$ cat config.mk
export PLATFORM = sky130hd
export DESIGN_NAME = jtdd_adpcm
export DESIGN_NICKNAME = d
export VERILOG_FILES = /design/src/rtl/jtdd_adpcm_pkg.sv /design/src/rtl/jtdd_adpcm_dec.sv /design/src/rtl/jtdd_adpcm.sv
export SDC_FILE = /design/constraint.sdc
export NUM_CORES = 1
export LEC_CHECK = 0
export ABC_AREA = 1
export CAP_MARGIN = 15
export CORE_AREA = 2 2 126 128
export CTS_BUF_LIST = sky130_fd_sc_hd__clkbuf_4 sky130_fd_sc_hd__clkbuf_8 sky130_fd_sc_hd__clkbuf_16
export DETAILED_ROUTE_END_ITERATION = 8
export DIE_AREA = 0 0 128 130
export PLACE_DENSITY_LB_ADDON = 0.05
export SLEW_MARGIN = 20
export SYNTH_ARGS = -nofsm -noshare
export SYNTH_HDL_FRONTEND = slang
export SYNTH_SLANG_ARGS = --single-unit
$ cat constraint.sdc
create_clock -name clk -period 5.7 [get_ports clk]
set_clock_uncertainty 0.05 [all_clocks]
set_input_delay 0.57 -clock clk [delete_from_list [all_inputs] [get_ports clk]]
set_output_delay 0.57 -clock clk [all_outputs]
set_load 0.03 [all_outputs]
$ cat src/rtl/jtdd_adpcm_pkg.sv
// Shared constants for the OKI/Dialogic ADPCM sample player.
`timescale 1ns/1ps
package jtdd_adpcm_pkg;

    localparam int unsigned StepCount = 49;
    localparam logic [5:0]  MaxIdx    = 6'd48;
    // cen_oki pulses per decoder sample tick, minus one
    localparam logic [5:0]  PreMax    = 6'd47;

    typedef enum logic [1:0] {
        RegStart = 2'd0,
        RegEnd   = 2'd1,
        RegPos   = 2'd2,
        RegStop  = 2'd3
    } reg_sel_e;

    localparam logic [10:0] StepTable [StepCount] = '{
        11'd16,   11'd17,   11'd19,   11'd21,   11'd23,   11'd25,   11'd28,   11'd31,
        11'd34,   11'd37,   11'd41,   11'd45,   11'd50,   11'd55,   11'd60,   11'd66,
        11'd73,   11'd80,   11'd88,   11'd97,   11'd107,  11'd118,  11'd130,  11'd143,
        11'd157,  11'd173,  11'd190,  11'd209,  11'd230,  11'd253,  11'd279,  11'd307,
        11'd337,  11'd371,  11'd408,  11'd449,  11'd494,  11'd544,  11'd598,  11'd658,
        11'd724,  11'd796,  11'd876,  11'd963,  11'd1060, 11'd1166, 11'd1282, 11'd1411,
        11'd1552
    };

    localparam logic signed [4:0] AdjTable [8] = '{
        -5'sd1, -5'sd1, -5'sd1, -5'sd1, 5'sd2, 5'sd4, 5'sd6, 5'sd8
    };

    // Magnitude of the delta for one nibble; the sign bit is applied by the caller.
    function automatic logic [13:0] adpcm_diff(input logic [10:0] step, input logic [2:0] mag);
        logic [13:0] s;
        s = {3'b000, step};
        return (s >> 3)
             + (mag[0] ? (s >> 2) : 14'd0)
             + (mag[1] ? (s >> 1) : 14'd0)
             + (mag[2] ? s : 14'd0);
    endfunction

endpackage

$ cat src/rtl/jtdd_adpcm_dec.sv
// One-nibble ADPCM decoder: holds the running signal and step index.
`timescale 1ns/1ps
module jtdd_adpcm_dec
    import jtdd_adpcm_pkg::*;
(
    input  logic               clk,
    input  logic               rst,
    input  logic               en_i,
    input  logic               clr_i,
    input  logic [3:0]         nibble_i,
    output logic signed [11:0] snd_o
);

    logic signed [11:0] sig_q, sig_d;
    logic [5:0]         idx_q, idx_d;
    logic [13:0]        diff;
    logic signed [13:0] sig_ext, sum;
    logic signed [4:0]  adj;
    logic signed [7:0]  idx_sum;

    // Next signal/index: clear has priority over a decode step.
    always_comb begin
        diff    = adpcm_diff(StepTable[idx_q], nibble_i[2:0]);
        sig_ext = {{2{sig_q[11]}}, sig_q};
        sum     = nibble_i[3] ? (sig_ext - $signed(diff)) : (sig_ext + $signed(diff));
        adj     = AdjTable[nibble_i[2:0]];
        idx_sum = $signed({2'b00, idx_q}) + $signed({{3{adj[4]}}, adj});
        sig_d   = sig_q;
        idx_d   = idx_q;
        if (clr_i) begin
            sig_d = '0;
            idx_d = '0;
        end else if (en_i) begin
            if (sum > 14'sd2047) begin
                sig_d = 12'sh7FF;
            end else if (sum < -14'sd2048) begin
                sig_d = 12'sh800;
            end else begin
                sig_d = sum[11:0];
            end
            if (idx_sum < 8'sd0) begin
                idx_d = '0;
            end else if (idx_sum > 8'sd48) begin
                idx_d = MaxIdx;
            end else begin
                idx_d = idx_sum[5:0];
            end
        end
    end

    // Decoder state registers.
    always_ff @(posedge clk or posedge rst) begin
        if (rst) begin
            sig_q <= '0;
            idx_q <= '0;
        end else begin
            sig_q <= sig_d;
            idx_q <= idx_d;
        end
    end

    assign snd_o = sig_q;

endmodule

$ cat src/rtl/jtdd_adpcm.sv
// CPU-controlled ADPCM sample player: register file, prescaler, ROM fetch, nibble sequencing.
`timescale 1ns/1ps
module jtdd_adpcm
    import jtdd_adpcm_pkg::*;
(
    input  logic               clk,
    input  logic               rst,
    input  logic               cpu_cen,
    input  logic               cen_oki,
    input  logic [7:0]         cpu_dout,
    input  logic [1:0]         cpu_AB,
    input  logic               cs,
    output logic [15:0]        rom_addr,
    output logic               rom_cs,
    input  logic [7:0]         rom_data,
    input  logic               rom_ok,
    output logic signed [11:0] snd,
    output logic               sample
);

    logic [5:0]  pre_q, pre_d;
    logic        playing_q, playing_d;
    logic        phase_q, phase_d;     // 1 = high nibble next
    logic [16:0] pos_q, pos_d;         // bit 16 flags running off the ROM
    logic [15:0] end_q, end_d;
    logic [7:0]  latch_q, latch_d;
    logic        tick, wr, dec_en, dec_clr;
    logic [3:0]  nibble;
    reg_sel_e    sel;
    logic        unused_dout7;

    assign unused_dout7 = cpu_dout[7];
    assign wr           = cs & cpu_cen;
    assign sel          = reg_sel_e'(cpu_AB);
    assign tick         = cen_oki && (pre_q == PreMax);
    assign nibble       = phase_q ? latch_q[7:4] : latch_q[3:0];

    // Prescaler and ROM byte capture.
    always_comb begin
        pre_d = pre_q;
        if (cen_oki) begin
            pre_d = (pre_q == PreMax) ? 6'd0 : pre_q + 6'd1;
        end
        latch_d = (rom_cs && rom_ok) ? rom_data : latch_q;
    end

    // Playback sequencing on ticks, then CPU writes override the affected registers.
    always_comb begin
        playing_d = playing_q;
        phase_d   = phase_q;
        pos_d     = pos_q;
        end_d     = end_q;
        dec_en    = 1'b0;
        dec_clr   = 1'b0;
        if (tick && playing_q) begin
            if (phase_q) begin
                if (pos_q[16] || (pos_q[15:0] >= end_q)) begin
                    playing_d = 1'b0;
                    dec_clr   = 1'b1;
                end else begin
                    dec_en  = 1'b1;
                    phase_d = 1'b0;
                end
            end else begin
                dec_en  = 1'b1;
                pos_d   = pos_q + 17'd1;
                phase_d = 1'b1;
            end
        end
        if (wr) begin
            unique case (sel)
                RegStart: begin
                    playing_d = 1'b1;
                    phase_d   = 1'b1;
                end
                RegEnd: end_d = {cpu_dout[6:0], 9'd0};
                RegPos: pos_d = {1'b0, cpu_dout[6:0], 9'd0};
                RegStop: begin
                    playing_d = 1'b0;
                    dec_clr   = 1'b1;
                end
            endcase
        end
    end

    // Control state registers.
    always_ff @(posedge clk or posedge rst) begin
        if (rst) begin
            pre_q     <= '0;
            playing_q <= 1'b0;
            phase_q   <= 1'b1;
            pos_q     <= '0;
            end_q     <= '0;
            latch_q   <= '0;
        end else begin
            pre_q     <= pre_d;
            playing_q <= playing_d;
            phase_q   <= phase_d;
            pos_q     <= pos_d;
            end_q     <= end_d;
            latch_q   <= latch_d;
        end
    end

    jtdd_adpcm_dec u_dec (
        .clk      (clk),
        .rst      (rst),
        .en_i     (dec_en),
        .clr_i    (dec_clr),
        .nibble_i (nibble),
        .snd_o    (snd)
    );

    assign rom_cs   = playing_q;
    assign rom_addr = pos_q[15:0];
    assign sample   = tick;

endmodule

== After elaboration in Yosys (flattened, before gate mapping) ==
Memories as Yosys holds them, arrays and structs flattened.
Index checks and enable logic that the tools add are counted.
Storage, ports and cells
  bits in registers: 58
  memory bits (read-only): 744
  input port bits: 24
  output and inout port bits: 30
  logic and storage cells: 78
  memories kept: 2
Operators by class
  add/sub/neg operators: 8
  order comparisons: 7
  equality and inequality tests: 4
  multiplexer cells: 39
  bitwise logic cells: 3
  reductions and logical operators: 7
Memories
  (name not given): depth 64, width 11, rd ports 1, clocked after Yosys merged registers in 0, wr ports 0, line jtdd_adpcm_dec.sv:23  | diff = adpcm_diff(StepTable[idx_q], nibble_i[2:0]);
  (name not given): depth 8, width 5, rd ports 1, clocked after Yosys merged registers in 0, wr ports 0, line jtdd_adpcm_dec.sv:26  | adj = AdjTable[nibble_i[2:0]];
Operators with widths (number)
  two-way mux 17 bit: 4
  two-way mux 12 bit: 4
  two-way mux 11 bit: 3
  two-way mux 6 bit: 5
  adder 14 bit: 2
  adder 17 x 1 -> 17 bit (second input constant): 1
  >= comparator 16 bit: 1
  two-way mux 1 bit: 16
  adder 12 x 14 -> 14 bit: 1
  adder 8 x 14 -> 14 bit: 1
  greater-than comparator 14 x 12 -> 1 bit (second input constant): 1
  < comparator 14 x 12 -> 1 bit (second input constant): 1
  two-way mux 14 bit: 1
  subtractor 12 x 14 -> 14 bit: 1
  two-way mux 10 bit: 1
  two-way mux 5 bit: 2
  two-way mux 9 bit: 1
  adder 7 x 5 -> 8 bit: 1
  greater-than comparator 8 x 7 -> 1 bit (second input constant): 1
  < comparator 8 x 1 -> 1 bit (second input constant): 1
  >= comparator 7 bit (second input constant): 1
  inverter 6 -> 7 bit: 1
  adder 6 x 1 -> 6 bit (second input constant): 1
  equality test 6 bit (second input constant): 1
  other kinds (12): 15

== Logic depth before layout (Yosys ltp) ==
  word-level depth: 15
  gate-level depth with buffers: 42

== Cells and area by module ==
A second synthesis with hierarchy kept.
Unflattened totals
  cell total of the unflattened synthesis: 924
  area, all modules: 6446.2 um^2
By module, submodules not included
  jtdd_adpcm_dec: times used 1, cells each 615, area an instance 3970.1 um^2, sequential area each 450.4 um^2
  jtdd_adpcm: times used 1, cells each 309, area an instance 2476.1 um^2, sequential area each 1002.2 um^2

== Least setup slack after synthesis ==
OpenSTA, ideal clock, no wires.
  path kind: register to register
  start: register u_dec.idx_q[1]
  end: register u_dec.sig_q[0] (netlist: u_dec.snd_o[0])
  setup time: 117 ps
  arrival time: 5868 ps
  required time: 5533 ps
  setup slack: -336 ps
  stages on the path, launching flop included: 36
  period minus slack after synthesis: 6036 ps
  cell sequence: dfrtp_1 inv_1 ha_1 inv_1 nand2_1 o21ai_0 a221o_1 o2111ai_1 nand2_1 fa_1 fa_1 inv_1 ha_1 fa_1 xor2_1 nor2_1 nand3_1 nor2_1 nand2_1 o21ai_0 xnor2_1 inv_1 ha_1 nand2_1 inv_1 a21oi_1 nand3_1 a21oi_1 nor2_1 nor2_1 nand3_2 nand2_2 nand2_2 buf_6 nand3_1 nand2_1
On the way
  cells in the longest elaborated chain, start to end: 15
  elaborated cells between the ends (all ways): 19
Ends and longest elaborated chain
  start: declaration: line jtdd_adpcm_dec.sv:15  | logic [5:0] idx_q, idx_d;
  start signal: assignment: line jtdd_adpcm_dec.sv:58  | idx_q <= idx_d;
  inverter 6 -> 7 bit (implied by the code) (*): line jtdd_adpcm_dec.sv:23
  memory (64 x 11 bit) (*)
  two-way mux 11 bit (implied by the code) (*) (2 in a row): line jtdd_adpcm_dec.sv:23
  two-way mux 9 bit: line jtdd_adpcm_pkg.sv:36  | + (mag[0] ? (s >> 2) : 14'd0)
  adder 8 x 14 -> 14 bit: line jtdd_adpcm_pkg.sv:36
  adder 14 bit: line jtdd_adpcm_pkg.sv:37  | + (mag[1] ? (s >> 1) : 14'd0)
  adder 14 bit (*): line jtdd_adpcm_pkg.sv:38  | + (mag[2] ? s : 14'd0);
  adder 12 x 14 -> 14 bit or subtractor 12 x 14 -> 14 bit (tied branches): line jtdd_adpcm_dec.sv:25  | sum = nibble_i[3] ? (sig_ext - $signed(diff)) : (sig_ext + $signed(diff));
  two-way mux 14 bit (*): line jtdd_adpcm_dec.sv:25
  < comparator 14 x 12 -> 1 bit: line jtdd_adpcm_dec.sv:36  | end else if (sum < -14'sd2048) begin
  two-way mux 12 bit: line jtdd_adpcm_dec.sv:36
  two-way mux 12 bit (*): line jtdd_adpcm_dec.sv:34  | if (sum > 14'sd2047) begin
  two-way mux 12 bit (*): line jtdd_adpcm_dec.sv:33  | end else if (en_i) begin
  two-way mux 12 bit (*): line jtdd_adpcm_dec.sv:30  | if (clr_i) begin
  end signal: assignment: line jtdd_adpcm_dec.sv:57  | sig_q <= sig_d;
  end: declaration: line jtdd_adpcm_dec.sv:14  | logic signed [11:0] sig_q, sig_d;
Every way passes the cells marked *; elsewhere a longest branch is shown, timed or not. The select of a mux whose other input is x is not followed.
A chain may end at the register's enable or synchronous reset.

== Worst setup path in the final report ==
  start: register u_dec.idx_q[1]
  end: register u_dec.sig_q[4] (netlist: u_dec.snd_o[4])
Same word-level chain as after synthesis.

==> impl_metrics.json <==
{
  "rows": 46,
  "ir_worst_vdd_v": 0.0002346,
  "dp.cells": 1226,
  "synth_edf_count": 0,
  "hold_slack_ns": 0.4435,
  "cp-end-kind": "flip-flop",
  "routed_wirelength_um": 17310,
  "drtIter0Drc": 292,
  "arrival_ns": 5.97,
  "ios": 54,
  "rrSetupSlack_ns": -0.12,
  "fin_crit_ns": 5.816,
  "relSlewSlack_pct": 36.22,
  "drc": 0,
  "violations": "setup timing",
  "p_seq_share_pct": 15.6,
  "fillers": 1436,
  "synth_cell_type_count": 56,
  "cts_made_buffers": 9,
  "layout-drive-gt1-share_pct": 29.56,
  "wire_per_inst_um": 13.72,
  "min_path_type": "flip-flop to flip-flop",
  "rsz0062_at_grt": "yes",
  "total_leakage_power_nw": 4.438,
  "overflow": 0,
  "via_count": 6231,
  "synth_sequential_area_ratio_pct": 23.08,
  "fmax_mhz": 171.9,
  "crit_path_start_kind": "flip-flop",
  "avgSynthCellArea_um2": 7.137,
  "clkPwrFrac_pct": 15.8,
  "vias_per_cell": 4.937,
  "grt_max_degree": 59,
  "initial_utilization_pct": 40.81,
  "grt_first_pass_wirelength_um": 28900,
  "netlist_top_cells_area": "dfrtp_1, ha_1, nand2_1",
  "clk_latency_ns": 0.33,
  "cts_tree": "done",
  "die-area_um2": 16640,
  "synth-seq-cells": 58,
  "max_stage_delay_ns": 0.57,
  "synthCells": 882,
  "hold_viol": 0,
  "final_nets": 1166,
  "grtUsageTotal_pct": 21.52,
  "netSwitchingPower_w": 0.001566,
  "cts-htree-levels": 3,
  "core_um2": 15420,
  "stdcell_count": 1262,
  "drv_cap": 0,
  "antenna_found_initial": 1,
  "syn_to_final_growth_pct": 40.07,
  "utilization_pct": 57.16,
  "intPower_w": 0.001983,
  "slew_viol_final": 0,
  "period_share_pct": 102.0,
  "combPwrFrac_pct": 68.6,
  "yosysTopAreaCellShare_pct": 22.66,
  "synth_area_um2": 6295,
  "holdBufCountCts": 0,
  "synth_ff_type": "dfrtp_1",
  "root_buffer": "clkbuf_16",
  "synth_top_cell_by_area": "dfrtp_1",
  "status": "complete, but fails checks",
  "async_flop_share_pct": 100.0,
  "clkSinkCount": 58,
  "critical_path_peak_fanout": 6,
  "postRouteAntennaNets": 0,
  "p_sw_share_pct": 44.13,
  "gp_congestion": 0.8767,
  "p_per_area_nw_per_um2": 402.6,
  "port_buffers": 52,
  "dpl.hpwl_um": 13740,
  "synth_warnings": 0,
  "tightest_slew_ns": 0.9567,
  "chipHeight_um": 130,
  "place_ws_ns": -0.4295,
  "cp_slowest_cell": "fa_2",
  "power.total_w": 0.003550,
  "worst-setup-path-type": "flip-flop to flip-flop",
  "final-setup-viol-count": 12,
  "multiInputGateArea_um2": 4553,
  "cts_buffer_depth": 2,
  "grt_pass1_vias": 6228,
  "register_area_um2": 1456,
  "setup_ws_ns": -0.1163,
  "cp_data_required_time_ns": 5.86,
  "die_x_um": 128,
  "syn_nets": 984,
  "dr.pass1.iters": 5,
  "path_clk_slew_ns": 0.06
}
critical path: cells and delay by family (launching register included):
family | cells | cell delay, ns
AOI/OAI and AO/OA | 4 | 0.66
xor gates and xnor gates | 2 | 0.38
adders and majority gates | 6 | 2.18
buffers and inverters | 8 | 0.82
DFF | 1 | 0.44
and+or+nand+nor | 14 | 1.15
cells in the final DEF (no fill, tap or decap), drive strengths merged, types with 17 or more instances in the layout:
cell           synthesis  final
o21ai                 44     44
clkdlybuf4s50          0     52
nand2                206    206
a21oi                 56     56
dfrtp                 57     57
buf                   20    148
nor3                  17     17
nand3                 60     60
xor2                  25     25
ha                    59     59
inv                  144    144
nor2                  87     87
fa                    19     19
cells by family (layout without fill, tap and decap cells):
kind of cell | count (synthesis) | in the layout | share of synthesized area [%]
muxes | 7 | 7 | 1.252
other | 0 | 1 | 0
and+or+nand+nor | 399 | 400 | 29.30
DFF | 58 | 58 | 23.08
xor gates and xnor gates | 37 | 37 | 5.148
buffers and inverters | 176 | 362 | 11.91
adders and majority gates | 78 | 78 | 17.77
AOI/OAI and AO/OA | 127 | 127 | 11.55
layer usage:
layer / track usage [%] / vias to the layer above / part of all wire (%)
met1: 28.21 / 2910 / 47
met2: 37.68 / 104 / 49
li1: - / 3197 / -
met4: 5.107 / 0 / 1.4
met5: 0 / - / 0
met3: 3.157 / 20 / 3.3
synthesized netlist by cell type, types with 3 or more instances:
library cell / number
nand2_1: 186
inv_1: 138
nor2_1: 82
ha_1: 59
dfrtp_1: 57
a21oi_1: 55
nand3_1: 47
o21ai_0: 35
xor2_1: 25
fa_1: 19
nand2_2: 18
buf_4: 16
nor3_1: 16
nand3_2: 13
xnor2_1: 12
clkbuf_1: 9
nand4_1: 9
o21ai_1: 8
mux2_2: 7
inv_2: 6
or2_2: 5
a211oi_1: 4
o211ai_1: 4
nand3b_1: 3
nor2_2: 3
nor4_1: 3
o2111ai_1: 3
o22ai_1: 3
final timing paths:
kind | to | depth (start not counted) | startpoint
worst min register to register | latch_q[6] | 1 | latch_q[6]
max in group asynchronous | u_dec.idx_q[1] | 3 | rst
worst max register to register | u_dec.snd_o[4] | 34 | u_dec.idx_q[1]
min in group asynchronous | u_dec.snd_o[3] | 3 | rst
worst min-delay path | latch_q[6] | 1 | latch_q[6]
worst max-delay path | u_dec.snd_o[4] | 34 | u_dec.idx_q[1]
per-stage QoR:
stage	instance area, µm²	setup TNS [ns]
CTS	8568	-1.694
global route	8815	-5.096
global placement	7904	-3.955
finish	8817	-1.145
detailed placement	7904	-4.726
floorplan	6330	0
power by group through the flow:
stage / registers [W] / clock network, W / logic, W
floorplan: 0.000558 / 0 / 0.00132
global placement: 0.000555 / 0 / 0.00207
detailed placement: 0.000558 / 0 / 0.00210
CTS: 0.000552 / 0.000573 / 0.00230
global route: 0.000567 / 0.000586 / 0.00271
finish: 0.000553 / 0.000561 / 0.00244
state kept, by name, indices dropped and copies added, names as in the netlist:
register,cells
pos_q,17
u_dec.idx_q,6
u_dec.snd_o,12
pre_q,6
rom_cs,1
latch_q,8
phase_q,1
end_q,7
layout make-up:
class,instances,area share (%)
Antenna cell,1,0.02838
Clock buffer,12,2.952
Clock inverter,4,0.5676
Inverter,146,6.428
Multi-Input combinational cell,649,51.64
Sequential cell,58,16.52
Tap cell,192,2.725
Timing Repair Buffer,200,19.14
repair_timing:
action,in CTS,in global routing
endpoints found under the setup margin,12,12
pin swaps,41,40
cloned,0,1
setup buffers,14,4
resized for setup,64,46
endpoints found under the hold margin,0,0
No activity file was read; power rests on OpenSTA's default activity.
==> RTL edit 1: new RTL, config.mk and constraints unchanged <==
The package constant `MaxIdx` goes from 6'd48 to 6'd47.
--- a/src/rtl/jtdd_adpcm_pkg.sv
+++ b/src/rtl/jtdd_adpcm_pkg.sv
@@ -4,5 +4,5 @@
 
     localparam int unsigned StepCount = 49;
-    localparam logic [5:0]  MaxIdx    = 6'd48;
+    localparam logic [5:0]  MaxIdx    = 6'd47;
     // cen_oki pulses per decoder sample tick, minus one
     localparam logic [5:0]  PreMax    = 6'd47;
Formal check against the unedited RTL: same outputs for any inputs over 10 cycles, from zero or initial values and one cycle with rst high; that may be too few to reach the edited logic, so the function may still have changed.
==> RTL edit 1 against the original RTL <==
The flow still finishes with violations (setup timing); total power shrank 17%; wire length grew 4.3%; synthesized area is 0.64% higher; combinational power shrank 27%; design area is 4.8% higher; setup slack lost 0.10 ns; sequential power fell by 3%; sequential cell count stayed put; final cell count grew 1.8%; critical path type unchanged; largest power group unchanged.
==> RTL edit 1: results (changes against the original RTL) <==
sequential fraction of the synthesis area 0.229 (-0.00146); CTS HTree Levels 3 (unchanged); Setup WS pre-CTS -0.546 ns (-0.116 ns); Cell variety after synth 55 (-1.8%); CTS Buf Count 9 (unchanged); CTS clock-pin slew for the worst setup and hold paths 0.06 ns (about the same); leakage power 4.64 nW (+4.6%); Wirelength per Cell 14.1 µm (+2.5%); Antenna diodes 0 (-1); mux cell area share after synthesis 0.0124 (-0.0000791); top_reg_cell synth dfrtp_1; met2 WL 9090 µm (+7.7%); peak supply drop 0.203 mV (-13%); slew at the pin closest to its max-slew limit 1.03 ns (+0.0742 ns); share of layout cells above drive strength 1 0.335 (+0.0393); FF-to-FF End u_dec.snd_o[2]; GRT Util Overall 0.224 (+0.00893); syn_nets 991 (+0.71%); Iter 0 DRT Violations 327 (+12%); DP Wirelength 14100 µm (+2.8%); largest cells by area after synthesis dfrtp_1 (23%), ha_1 (12%), nand2_1 (11%), inv_1 (8.4%), fa_1 (6.0%); hold endpoint latch_q[1]; Critical Path AT 6.13 ns (+0.16 ns); met3 wire length 527 µm (-7.7%); Vias 6380 (+2.4%); Synth Area in Compound Gates 0.119 (+0.00401); Met1 Routed Length 8090 µm (+0.33%); antenna violations before repair 0 (-1); Skew-Pair Late Insertion Delay 0.33 ns (about the same); final setup margin -0.218 ns (-0.102 ns); failing checks setup timing; list of most frequent post-synthesis cells nand2_1 (181), inv_1 (141), nor2_1 (86); Nets 1190 (+2.1%); Clock Root Buffer clkbuf_16; xor/xnor cell area share of the yosys netlist 0.0525 (+0.00106); DR pass1 iterations 4 (-1); slowest stage cell, crit path fa_1; status finished, violations left; hold_sp latch_q[1]; Worst Reg2Reg Path Length in Cells 35 (+2.9%); vias in the first global route 6596 (+5.9%); post-place instance area 8000 µm² (+1.2%); Worst path max stage delay 0.53 ns (-0.04 ns); Setup-failing EPs final 12 (unchanged); Crit Reg-Reg Startpoint u_dec.idx_q[0]
## RTL edit 1: changes by cell type in the layout (fill, tap and decap cells not counted), sizes merged, moves of 3 or more
cell,change
buf,+19
nor2,+6
nand4,-3
o21ai,+3
## RTL edit 1: timing repair
item | CTS | global route
buffers inserted | 17 | 10
cloned | 0 | 1
setup endpoints to repair | 12 | 12
pin swaps | 56 | 51
resized for setup | 100 | 66
## RTL edit 1: final cells by class
class | count | area, µm²
sequential | 58 | 1460
fill | 1427 | 6190
clock buffer | 10 | 239
multi-input combinational | 654 | 4820
inverter | 146 | 556
tap | 192 | 240
clock inverter | 6 | 88.8
timing repair buffer | 219 | 1840
## RTL edit 1: stage by stage
step / cells / TNS [ns] / hold WS (ns)
floorplan: 889 / 0 / 0.403
global placement: 1242 / -5.40 / 0.425
detailed placement: 1242 / -6.19 / 0.445
CTS: 1274 / -1.25 / 0.457
global route: 1285 / -5.81 / 0.459
finish: 1285 / -2.39 / 0.453
## RTL edit 1: worst max-delay path by stage
stage                              start              end  slack (ns)  cells past startpoint
after floorplan           u_dec.idx_q[1]   u_dec.snd_o[9]       0.002                     38
final                     u_dec.idx_q[0]   u_dec.snd_o[2]       -0.22                     35
after detailed placement  u_dec.idx_q[1]   u_dec.snd_o[4]       -0.55                     33
after global routing      u_dec.idx_q[0]   u_dec.snd_o[2]       -0.51                     36
after global placement    u_dec.idx_q[1]   u_dec.snd_o[2]       -0.47                     33
after CTS                 u_dec.idx_q[1]  u_dec.snd_o[10]       -0.12                     39
## RTL edit 1: critical path: cells and delay by family (launching register included)
kind,cells,cell delay (ns)
xor gates and xnor gates,2,0.30
and+or+nand+nor,13,1.47
adders and majority gates,6,2.01
DFF,1,0.44
buffers and inverters,8,0.79
AOI/OAI and AO/OA,6,0.79
## RTL edit 1: cell families after synthesis
logic type,after synthesis
AOI/OAI and AO/OA,133
xor gates and xnor gates,38
adders and majority gates,78
buffers and inverters,178
DFF,58
muxes,7
and+or+nand+nor,397
## RTL edit 1: power breakdown
| group | leakage [nW] | internal, W | switching [W] |
|---|---|---|---|
| clock network | 0.155 | 0.000395 | 0.000207 |
| logic | 3.76 | 0.000822 | 0.000970 |
| registers | 0.725 | 0.000482 | 0.0000548 |
## RTL edit 1: routing by layer
layer | global-route usage | vias to the layer above
met3 | 0.0332 | 32
met4 | 0.0718 | 0
li1 | - | 3246
met5 | 0 | -
met2 | 0.406 | 100
met1 | 0.275 | 3002
==> RTL edit 2: new RTL, same settings <==
Made on the original files. Make the reset (`rst`) synchronous in 2 clocked blocks.
--- a/src/rtl/jtdd_adpcm_dec.sv
+++ b/src/rtl/jtdd_adpcm_dec.sv
@@ -50,5 +50,5 @@
 
     // Decoder state registers.
-    always_ff @(posedge clk or posedge rst) begin
+    always_ff @(posedge clk) begin
         if (rst) begin
             sig_q <= '0;
--- a/src/rtl/jtdd_adpcm.sv
+++ b/src/rtl/jtdd_adpcm.sv
@@ -85,5 +85,5 @@
 
     // Control state registers.
-    always_ff @(posedge clk or posedge rst) begin
+    always_ff @(posedge clk) begin
         if (rst) begin
             pre_q     <= '0;
Function: differs if rst is asserted again (counterexample within 4 cycles, from zero or initial values and one cycle with rst high); with rst held inactive, the same outputs for 10 cycles.
==> RTL edit 2 against the original RTL <==
The run still ends with setup timing left; synthesized area shrank 0.97%; sequential cell count stayed put; critical path depth up 4; setup slack better by 0.0078 ns; design area increased by 0.58%; synthesized cell count rose by 3.3%; sequential share of layout area down 3.3 points; wire length is 2.6% higher; die area did not move; critical endpoint is now u_dec.snd_o[4].
Power is left out: it rests on default switching activity, and per cell area and clock period it moved more than threefold.
==> RTL edit 2: results (changes against the original RTL) <==
status finished, violations left; failing checks setup timing; CTS clock-pin slew for the worst setup and hold paths 0.06 ns (about the same); Iter 0 DRT Violations 298 (+2.1%); Worst Reg2Reg Path Length in Cells 38 (+12%); # resized after CTS 101 (+58%); Async SR Flop Fraction 0 (-1.00); Hold Worst Slack 0.414 ns (-0.0296 ns); list of most frequent post-synthesis cells nand2_1 (195), inv_1 (121), nor2_1 (85); FF-to-FF End u_dec.snd_o[4]; met3 usage 0.0254 (-0.00615); antenna violations before repair 0 (-1); Met1 Routed Length 8670 µm (+7.6%); GRT Util Overall 0.219 (+0.00378); Clock Tree Buf Depth 2 (unchanged); Worst setup SP type flop; Skew-Pair Late Insertion Delay 0.34 ns; met2 Use GR 0.369 (-0.00818); met3 wire length 474 µm (-17%); final setup margin -0.108 ns (+0.00781 ns); vias in the first global route 6208 (-0.32%); slew at the pin closest to its max-slew limit 0.643 ns (-0.313 ns); number of fill cells 1500 (+4.5%); Placer Congestion 0.914 (+4.2%); Port Buf Inserts 52 (unchanged); hold_sp end_q[15]; DP Wirelength 13900 µm (+1.5%); pin count of the biggest net entering global routing 26 (-56%); postcts setup bufs 17 (+3); Antenna diodes 0 (-1); sequential fraction of the synthesis area 0.186 (-0.0445); met1 GRT Util 0.293 (+0.0113); Setup-failing EPs final 12 (unchanged); WHS Path Cells 2 (+1); share of layout cells above drive strength 1 0.312 (+0.0166); largest cells by area after synthesis dfxtp_1 (19%), ha_1 (12%), nand2_1 (12%), inv_1 (7.3%), fa_1 (6.1%); Worst path max stage delay 0.51 ns (-0.06 ns); Critical Path AT 6.02 ns (+0.05 ns); Cell variety after synth 52 (-7.1%); first-pass GRT wire length 29300 µm (+1.3%); slowest stage cell, crit path fa_1; Wirelength per Cell 13.7 µm (about the same); Crit Reg-Reg Startpoint u_dec.idx_q[1]; syn_nets 1013 (+2.9%); DR pass1 iterations 5 (unchanged); CTS Buf Count 9 (unchanged); Nets 1199 (+2.8%); Worst setup EP type flop; Via density 4.97 (+0.74%); met2 WL 8280 µm (-1.8%); Biggest register pos_q; crit path max fanout 5 (-1); hold endpoint end_q[15]
==> RTL edit 2: cell types whose count changed in the layout (fill, tap and decap cells not counted), sizes merged, moves of 10 or more <==
cell   change
inv       -10
dfrtp     -57
nand3     -15
o21ai     +26
a21oi     +15
dfxtp     +58
==> RTL edit 2: area by class of cell <==
type | instances | share of cell area
multi-input cells | 689 | 0.554
repair buffers | 203 | 0.193
flip-flops and latches | 58 | 0.132
inverters | 135 | 0.0601
clock buffers | 12 | 0.0301
well taps | 192 | 0.0271
clock inverters | 4 | 0.00282
repair inverters | 1 | 0.00127
==> RTL edit 2: worst max-delay path: cells and delay by family (launching register included) <==
family	cells	cell delay [ns]
adders and majority gates	5	2.02
and+or+nand+nor	15	1.35
AOI/OAI and AO/OA	7	1.03
buffers and inverters	10	0.72
DFF	1	0.38
xor gates and xnor gates	1	0.13
==> RTL edit 2: logic make-up (layout without fill, tap and decap cells) <==
group / Yosys count / count (layout) / synth area share
AO/OA/AOI/OAI: 163 / 163 / 0.158
XOR/XNOR: 37 / 37 / 0.0520
buffers and inverters: 165 / 355 / 0.113
adder cells (fa/ha/maj): 78 / 78 / 0.179
flip-flops: 58 / 58 / 0.186
multiplexers: 1 / 1 / 0.00181
AND/OR/NAND/NOR: 409 / 410 / 0.309
==> RTL edit 2: per-stage QoR <==
| stage | cell area, µm² | TNS (ns) | util | setup slack (ns) | std cells |
|---|---|---|---|---|---|
| after floorplan | 6280 | 0 | - | 0.00253 | 911 |
| after global placement | 7830 | -5.55 | 0.508 | -0.487 | 1256 |
| after detailed placement | 7830 | -6.22 | 0.508 | -0.560 | 1256 |
| after CTS | 8680 | -1.35 | 0.563 | -0.129 | 1290 |
| after global routing | 8870 | -5.01 | 0.575 | -0.432 | 1294 |
| final | 8870 | -1.10 | 0.575 | -0.108 | 1294 |
